**src/rtl/multicycle_control_if.sv**
```systemverilog
// Control bundle between the multicycle sequencer and the MIPS datapath.
// The sequencer drives the master side; the datapath owns op and mem_ready.
interface multicycle_control_if #(
    parameter int STATE_W = 4
) ();
    logic [5:0]         op;
    logic               mem_ready;
    logic               pc_write;
    logic               pc_write_cond;
    logic               i_or_d;
    logic               mem_read;
    logic               mem_write;
    logic               ir_write;
    logic               mem_to_reg;
    logic               reg_dst;
    logic               reg_write;
    logic               alu_src_a;
    logic [1:0]         alu_src_b;
    logic [1:0]         alu_op;
    logic [1:0]         pc_src;
    logic [STATE_W-1:0] state;
    logic               illegal;

    modport master (
        input  op, mem_ready,
        output pc_write, pc_write_cond, i_or_d, mem_read, mem_write, ir_write,
               mem_to_reg, reg_dst, reg_write, alu_src_a, alu_src_b, alu_op,
               pc_src, state, illegal
    );

    modport slave (
        output op, mem_ready,
        input  pc_write, pc_write_cond, i_or_d, mem_read, mem_write, ir_write,
               mem_to_reg, reg_dst, reg_write, alu_src_a, alu_src_b, alu_op,
               pc_src, state, illegal
    );
endinterface

```
**src/rtl/multicycle_control.sv**
```systemverilog
// Moore sequencer for a multicycle MIPS datapath (R-type, lw, sw, beq, addi, j)
// with a memory-ready handshake stretching the fetch and data-memory states.
module multicycle_control #(
    parameter bit USE_MEM_READY = 1'b1,
    parameter int STATE_W       = 4
) (
    input  logic                        clock,
    input  logic                        reset,
    multicycle_control_if.master        bus
);

    typedef enum logic [3:0] {
        FETCH  = 4'd0,
        DECODE = 4'd1,
        MEMADR = 4'd2,
        MEMRD  = 4'd3,
        MEMWB  = 4'd4,
        MEMWR  = 4'd5,
        EXEC   = 4'd6,
        ALUWB  = 4'd7,
        BRANCH = 4'd8,
        ADDIEX = 4'd9,
        ADDIWB = 4'd10,
        JUMP   = 4'd11,
        BADOP  = 4'd12
    } state_t;

    state_t     state_q, state_d;
    logic       illegal_q;
    logic       ready;
    logic       pc_write_s, pc_write_cond_s, mem_read_s, mem_write_s;
    logic       ir_write_s, reg_write_s;
    logic       i_or_d_s, mem_to_reg_s, reg_dst_s, alu_src_a_s;
    logic [1:0] alu_src_b_s, alu_op_s, pc_src_s;

    assign ready = USE_MEM_READY ? bus.mem_ready : 1'b1;

    always_ff @(posedge clock or posedge reset) begin
        if (reset) begin
            state_q   <= FETCH;
            illegal_q <= 1'b0;
        end else begin
            state_q <= state_d;
            if (state_d == BADOP)
                illegal_q <= 1'b1;
        end
    end

    always_comb begin
        state_d         = state_q;
        pc_write_s      = 1'b0;
        pc_write_cond_s = 1'b0;
        mem_read_s      = 1'b0;
        mem_write_s     = 1'b0;
        ir_write_s      = 1'b0;
        reg_write_s     = 1'b0;
        i_or_d_s        = 1'b0;
        mem_to_reg_s    = 1'b0;
        reg_dst_s       = 1'b0;
        alu_src_a_s     = 1'b0;
        alu_src_b_s     = 2'd0;
        alu_op_s        = 2'd0;
        pc_src_s        = 2'd0;
        case (state_q)
            FETCH: begin
                mem_read_s  = 1'b1;
                alu_src_b_s = 2'd1;
                ir_write_s  = ready;
                pc_write_s  = ready;
                if (ready) state_d = DECODE;
            end
            DECODE: begin
                alu_src_b_s = 2'd3;
                case (bus.op)
                    6'h00:        state_d = EXEC;
                    6'h23, 6'h2B: state_d = MEMADR;
                    6'h04:        state_d = BRANCH;
                    6'h08:        state_d = ADDIEX;
                    6'h02:        state_d = JUMP;
                    default:      state_d = BADOP;
                endcase
            end
            MEMADR: begin
                alu_src_a_s = 1'b1;
                alu_src_b_s = 2'd2;
                state_d     = (bus.op == 6'h23) ? MEMRD : MEMWR;
            end
            MEMRD: begin
                mem_read_s = 1'b1;
                i_or_d_s   = 1'b1;
                if (ready) state_d = MEMWB;
            end
            MEMWB: begin
                reg_write_s  = 1'b1;
                mem_to_reg_s = 1'b1;
                state_d      = FETCH;
            end
            MEMWR: begin
                mem_write_s = 1'b1;
                i_or_d_s    = 1'b1;
                if (ready) state_d = FETCH;
            end
            EXEC: begin
                alu_src_a_s = 1'b1;
                alu_op_s    = 2'd2;
                state_d     = ALUWB;
            end
            ALUWB: begin
                reg_write_s = 1'b1;
                reg_dst_s   = 1'b1;
                state_d     = FETCH;
            end
            BRANCH: begin
                alu_src_a_s     = 1'b1;
                alu_op_s        = 2'd1;
                pc_write_cond_s = 1'b1;
                pc_src_s        = 2'd1;
                state_d         = FETCH;
            end
            ADDIEX: begin
                alu_src_a_s = 1'b1;
                alu_src_b_s = 2'd2;
                state_d     = ADDIWB;
            end
            ADDIWB: begin
                reg_write_s = 1'b1;
                state_d     = FETCH;
            end
            JUMP: begin
                pc_write_s = 1'b1;
                pc_src_s   = 2'd2;
                state_d    = FETCH;
            end
            default: state_d = FETCH;
        endcase
    end

    // Strobes are gated by reset so FETCH's read/ir_write cannot fire while held.
    assign bus.pc_write      = pc_write_s      & ~reset;
    assign bus.pc_write_cond = pc_write_cond_s & ~reset;
    assign bus.mem_read      = mem_read_s      & ~reset;
    assign bus.mem_write     = mem_write_s     & ~reset;
    assign bus.ir_write      = ir_write_s      & ~reset;
    assign bus.reg_write     = reg_write_s     & ~reset;
    assign bus.i_or_d        = i_or_d_s;
    assign bus.mem_to_reg    = mem_to_reg_s;
    assign bus.reg_dst       = reg_dst_s;
    assign bus.alu_src_a     = alu_src_a_s;
    assign bus.alu_src_b     = alu_src_b_s;
    assign bus.alu_op        = alu_op_s;
    assign bus.pc_src        = pc_src_s;
    assign bus.state         = STATE_W'(state_q);
    assign bus.illegal       = illegal_q;

endmodule

```
**src/flat_wrapper.sv**
```systemverilog
// flat-port wrapper written by rule: the top's interface ports become plain ports
module multicycle_control_flat 
#(
    parameter bit USE_MEM_READY = 1'b1,
    parameter int STATE_W       = 4
)
  (clock, reset, bus_op, bus_mem_ready, bus_pc_write, bus_pc_write_cond, bus_i_or_d, bus_mem_read, bus_mem_write, bus_ir_write, bus_mem_to_reg, bus_reg_dst, bus_reg_write, bus_alu_src_a, bus_alu_src_b, bus_alu_op, bus_pc_src, bus_state, bus_illegal);
  multicycle_control_if #(.STATE_W(STATE_W)) bus_i ();
  input  logic clock;
  input  logic reset;
  input wire logic [$bits(bus_i.op)-1:0] bus_op;
  input wire logic [$bits(bus_i.mem_ready)-1:0] bus_mem_ready;
  output wire logic [$bits(bus_i.pc_write)-1:0] bus_pc_write;
  output wire logic [$bits(bus_i.pc_write_cond)-1:0] bus_pc_write_cond;
  output wire logic [$bits(bus_i.i_or_d)-1:0] bus_i_or_d;
  output wire logic [$bits(bus_i.mem_read)-1:0] bus_mem_read;
  output wire logic [$bits(bus_i.mem_write)-1:0] bus_mem_write;
  output wire logic [$bits(bus_i.ir_write)-1:0] bus_ir_write;
  output wire logic [$bits(bus_i.mem_to_reg)-1:0] bus_mem_to_reg;
  output wire logic [$bits(bus_i.reg_dst)-1:0] bus_reg_dst;
  output wire logic [$bits(bus_i.reg_write)-1:0] bus_reg_write;
  output wire logic [$bits(bus_i.alu_src_a)-1:0] bus_alu_src_a;
  output wire logic [$bits(bus_i.alu_src_b)-1:0] bus_alu_src_b;
  output wire logic [$bits(bus_i.alu_op)-1:0] bus_alu_op;
  output wire logic [$bits(bus_i.pc_src)-1:0] bus_pc_src;
  output wire logic [$bits(bus_i.state)-1:0] bus_state;
  output wire logic [$bits(bus_i.illegal)-1:0] bus_illegal;
  assign bus_i.op = bus_op;
  assign bus_i.mem_ready = bus_mem_ready;
  assign bus_pc_write = bus_i.pc_write;
  assign bus_pc_write_cond = bus_i.pc_write_cond;
  assign bus_i_or_d = bus_i.i_or_d;
  assign bus_mem_read = bus_i.mem_read;
  assign bus_mem_write = bus_i.mem_write;
  assign bus_ir_write = bus_i.ir_write;
  assign bus_mem_to_reg = bus_i.mem_to_reg;
  assign bus_reg_dst = bus_i.reg_dst;
  assign bus_reg_write = bus_i.reg_write;
  assign bus_alu_src_a = bus_i.alu_src_a;
  assign bus_alu_src_b = bus_i.alu_src_b;
  assign bus_alu_op = bus_i.alu_op;
  assign bus_pc_src = bus_i.pc_src;
  assign bus_state = bus_i.state;
  assign bus_illegal = bus_i.illegal;
  multicycle_control #(.USE_MEM_READY(USE_MEM_READY), .STATE_W(STATE_W)) u_core (.clock(clock), .reset(reset), .bus(bus_i));
endmodule
```
**config.mk**
```make
export PLATFORM = sky130hd
export DESIGN_NAME = multicycle_control_flat
export DESIGN_NICKNAME = d
export VERILOG_FILES = /design/src/rtl/multicycle_control_if.sv /design/src/rtl/multicycle_control.sv /design/src/flat_wrapper.sv
export SDC_FILE = /design/constraint.sdc
export NUM_CORES = 1
export LEC_CHECK = 0
export CAP_MARGIN = 20
export CORE_UTILIZATION = 30
export DETAILED_ROUTE_END_ITERATION = 8
export PLACE_DENSITY = 0.61
export SLEW_MARGIN = 15
export SYNTH_ARGS = -nofsm -noshare
export SYNTH_HDL_FRONTEND = slang
export SYNTH_SLANG_ARGS = --single-unit
```
**constraint.sdc**
```tcl
create_clock -name clock -period 3.7 [get_ports clock]
set_input_delay 0.74 -clock clock [delete_from_list [all_inputs] [get_ports clock]]
set_output_delay 0.74 -clock clock [all_outputs]
set_load 0.02 [all_outputs]
```
==> metrics.md <==
| Metric | Value |
|---|---|
| Status | `finished, final reports clean` |
| Dpl cells | `139` |
| Crit path max-delay family | `buffers and inverters` |
| Yosys reg bits | `5` |
| Final setup fails | `0` |
| Slew Viols, Final | `0` |
| # rows | `16` |
| Initial core utilization | `0.335` |
| CTS H-tree lvls | `1` |
| Clock sinks | `5` |
| Worst-Skew Late Latency | `0.24 ns` |
| Final WL | `1650 µm` |
| Fin nets | `126` |
| Initial antenna violation count | `0` |
| Largest stage delay, worst path | `about 0.59 ns` |
| Vias post-DR | `between 700 and 800` |
| Reg2Reg Setup Slack | `1.89 ns` |
| Compound-Gate Fraction of Synth Area | `0.247` |
| Avg Inst Size Synth | `7.59 µm²` |
| Largest net degree at the start of global routing | `21` |
| Reg-to-Reg Start | `u_core.bus.state[1]` |
| Area growth syn-to-layout | `43.4%` |
| Synth area leader | `dfrtp_1` |
| Post-CTS setup buffers | `0` |
| Relative slew slack | `0.554` |
| Synth cell types | `38` |
| Worst-path fanout max | `5` |
| Total power | `roughly 660 µW` |
| DR pass1 iterations | `4` |
| Crit path cell chain | `clkdlybuf4s50_1 > nor3_1 > and4_1 > a21o_1 > clkdlybuf4s50_1` |
| Worst min-delay path class | `reg2reg` |
| Worst Skew | `0.00290 ns` |
| Post-synth EDFFs | `0` |
| Tot GR Track Use | `0.150` |
| Mean routed wirelength per cell | `11.5 µm` |
| Post-CTS sizing | `0` |
| Kind of critical path | `in2out` |
| Most numerous cell in the Yosys netlist | `nor2_1` |
| CTS buffer count | `3` |
| GPL Wtd Cong | `0.754` |
| WP data required | `2.96 ns` |
| Primary FF master, synth | `dfrtp_1` |
| VDD IR-drop max | `about 0.36 mV` |
| CTS Hold Bufs | `0` |
| Async SR Flop Fraction | `1.00` |
| PD cells | `677 nW/µm²` |
| Critical path origin | `reset` |
| Tmin final | `roughly 3.0 ns` |
| Synth Area in XOR/XNOR | `0.0385` |
| First-pass GRT wire length | `2950 µm` |
| Post-place instance area | `953 µm²` |
| TNS Setup | `0 ns` |
| Post-Synth Adder-Cell Area | `0` |
| Area contributors post-synth | `dfrtp_1 (18%), nor2_1 (6.0%), a21oi_1 (5.1%)` |
| Overflow after GRT | `0` |
| Synth top area share | `0.183` |
| RSZ-0062 raised after global routing | `no` |
| Setup ws final | `0.650 ns` |
| Remaining antenna violation count | `0` |
| DIE AREA | `roughly 2500 µm²` |
| Main combinational cell family by area after synthesis | `simple AND/OR/NAND/NOR gates` |
| DRC | `0` |
| I/O Pins | `30` |
| CP bufs+invs | `2` |
| Drt via density | `5.03` |
| Die W | `49.7 µm` |
| Final period util | `0.824` |
| Fmax | `roughly 330 MHz` |
| Cell mode on critical path | `clkdlybuf4s50_1` |
| Synth warnings | `0` |
| Simple-Gate Fraction of Synth Area | `0.405` |
| Seq/Total Area, Yosys | `0.183` |
| CTS tree | `built` |
| Reg clk slew, reported paths | `0.04 ns` |
| DR iter-0 viols | `7` |
| Synthesized cell area | `683 µm²` |
| Dpl ws | `between 0.6 and 0.7 ns` |
| Maxcap violations | `0` |
| Share of layout cells above drive strength 1 | `0.129` |
| Critical path's slowest cell | `clkdlybuf4s50_1` |
| Bufs on Longest Clock Path | `2` |
| I/O Buffers | `29` |
| CP Capture Type | `output port` |
| Number of global-route vias before repair | `between 600 and 700` |
| Post-synthesis mux area share | `0.0147` |
| Worst Path Arrival | `2.31 ns` |
| Post-DP HPWL | `1270 µm` |
| Leak Pwr | `around 0.36 nW` |
| Fin area | `980 µm²` |
| Worst-margin pin slew | `0.670 ns` |
| Post-Layout Cell Count | `143` |
| Final hold vios | `0` |
| Die height | `49.7 µm` |
| Crit start category | `primary input` |
| Hold Path Origin | `u_core.bus.illegal` |
| Post-Synthesis Cells | `90` |
| Top post-synthesis cells by count | `nor2_1 (11), a21oi_1 (7), nor3_1 (7)` |
| Fill cells | `228` |
| Core ar. | `2040 µm²` |
| Syn Nets | `99` |
| Clk root buf | `clkbuf_4` |
| Diode count | `0` |
routing by layer:
metal | GRT usage | vias up | part of all wire
li1 | - | 372 | -
met1 | 0.209 | 320 | 0.49
met2 | 0.227 | 28 | 0.45
met3 | 0.0432 | 0 | 0.067
met4 | 0.0286 | 0 | 0
met5 | 0 | - | 0
area by class of cell:
| cell class | count | area (µm²) | area share |
|---|---|---|---|
| repair buffers | 30 | 298 | 0.304 |
| inverters | 4 | 15.0 | 0.0153 |
| clock buffers | 4 | 26.3 | 0.0268 |
| well taps | 27 | 33.8 | 0.0345 |
| flip-flops and latches | 5 | 125 | 0.128 |
| multi-input cells | 73 | 482 | 0.492 |
worst reg2reg max path: cells and delay by family (launching register included):
kind,cells,cell delay [ns]
compound gates,2,0.43
flops,1,0.76
simple gates,3,0.51
kinds of logic (layout without fill, tap and decap cells):
kind of cell           Yosys count  count (layout)
XOR/XNOR                         3               3
flip-flops                       5               5
AO/OA/AOI/OAI                   23              23
multiplexers                     1               1
AND/OR/NAND/NOR                 46              46
buffers and inverters           12              38
stage by stage:
step	util	hold WS [ns]
after floorplan	-	0.527
after global placement	0.467	0.451
after detailed placement	0.467	0.471
after CTS	0.480	0.488
after global routing	0.480	0.520
final	0.480	0.483
where the power goes:
| part | leakage [nW] | internal, mW | switching, mW |
|---|---|---|---|
| clock | 0.0150 | 0.0407 | 0.0213 |
| combinational | 0.282 | 0.228 | 0.246 |
| sequential | 0.0616 | 0.0736 | 0.0535 |
path summary, 6_finish.rpt:
check,end,cells after the start
setup / recovery,bus_pc_write,5
max in group asynchronous,u_core.bus.state[3],2
hold reg to reg,u_core.bus.illegal,1
hold / removal,u_core.bus.illegal,1
min in group asynchronous,u_core.bus.state[1],2
setup reg to reg,u_core.bus.illegal,5
flip-flops by register name, summed over array words and instances (netlist names):
register and cells:
u_core.bus.state 4, u_core.bus.illegal 1
cells in the final DEF (no fill, tap or decap), types with 3 or more instances in the layout:
cell type	synthesis	final
clkdlybuf4s50_1	0	29
a21oi_1	7	7
o21ai_1	3	3
dfrtp_1	5	5
nor2_1	11	11
nor3_1	7	7
o21ai_0	4	4
nand2_1	6	6
inv_1	4	4
clkbuf_4	0	3
Power figures use the tool's default switching activity.
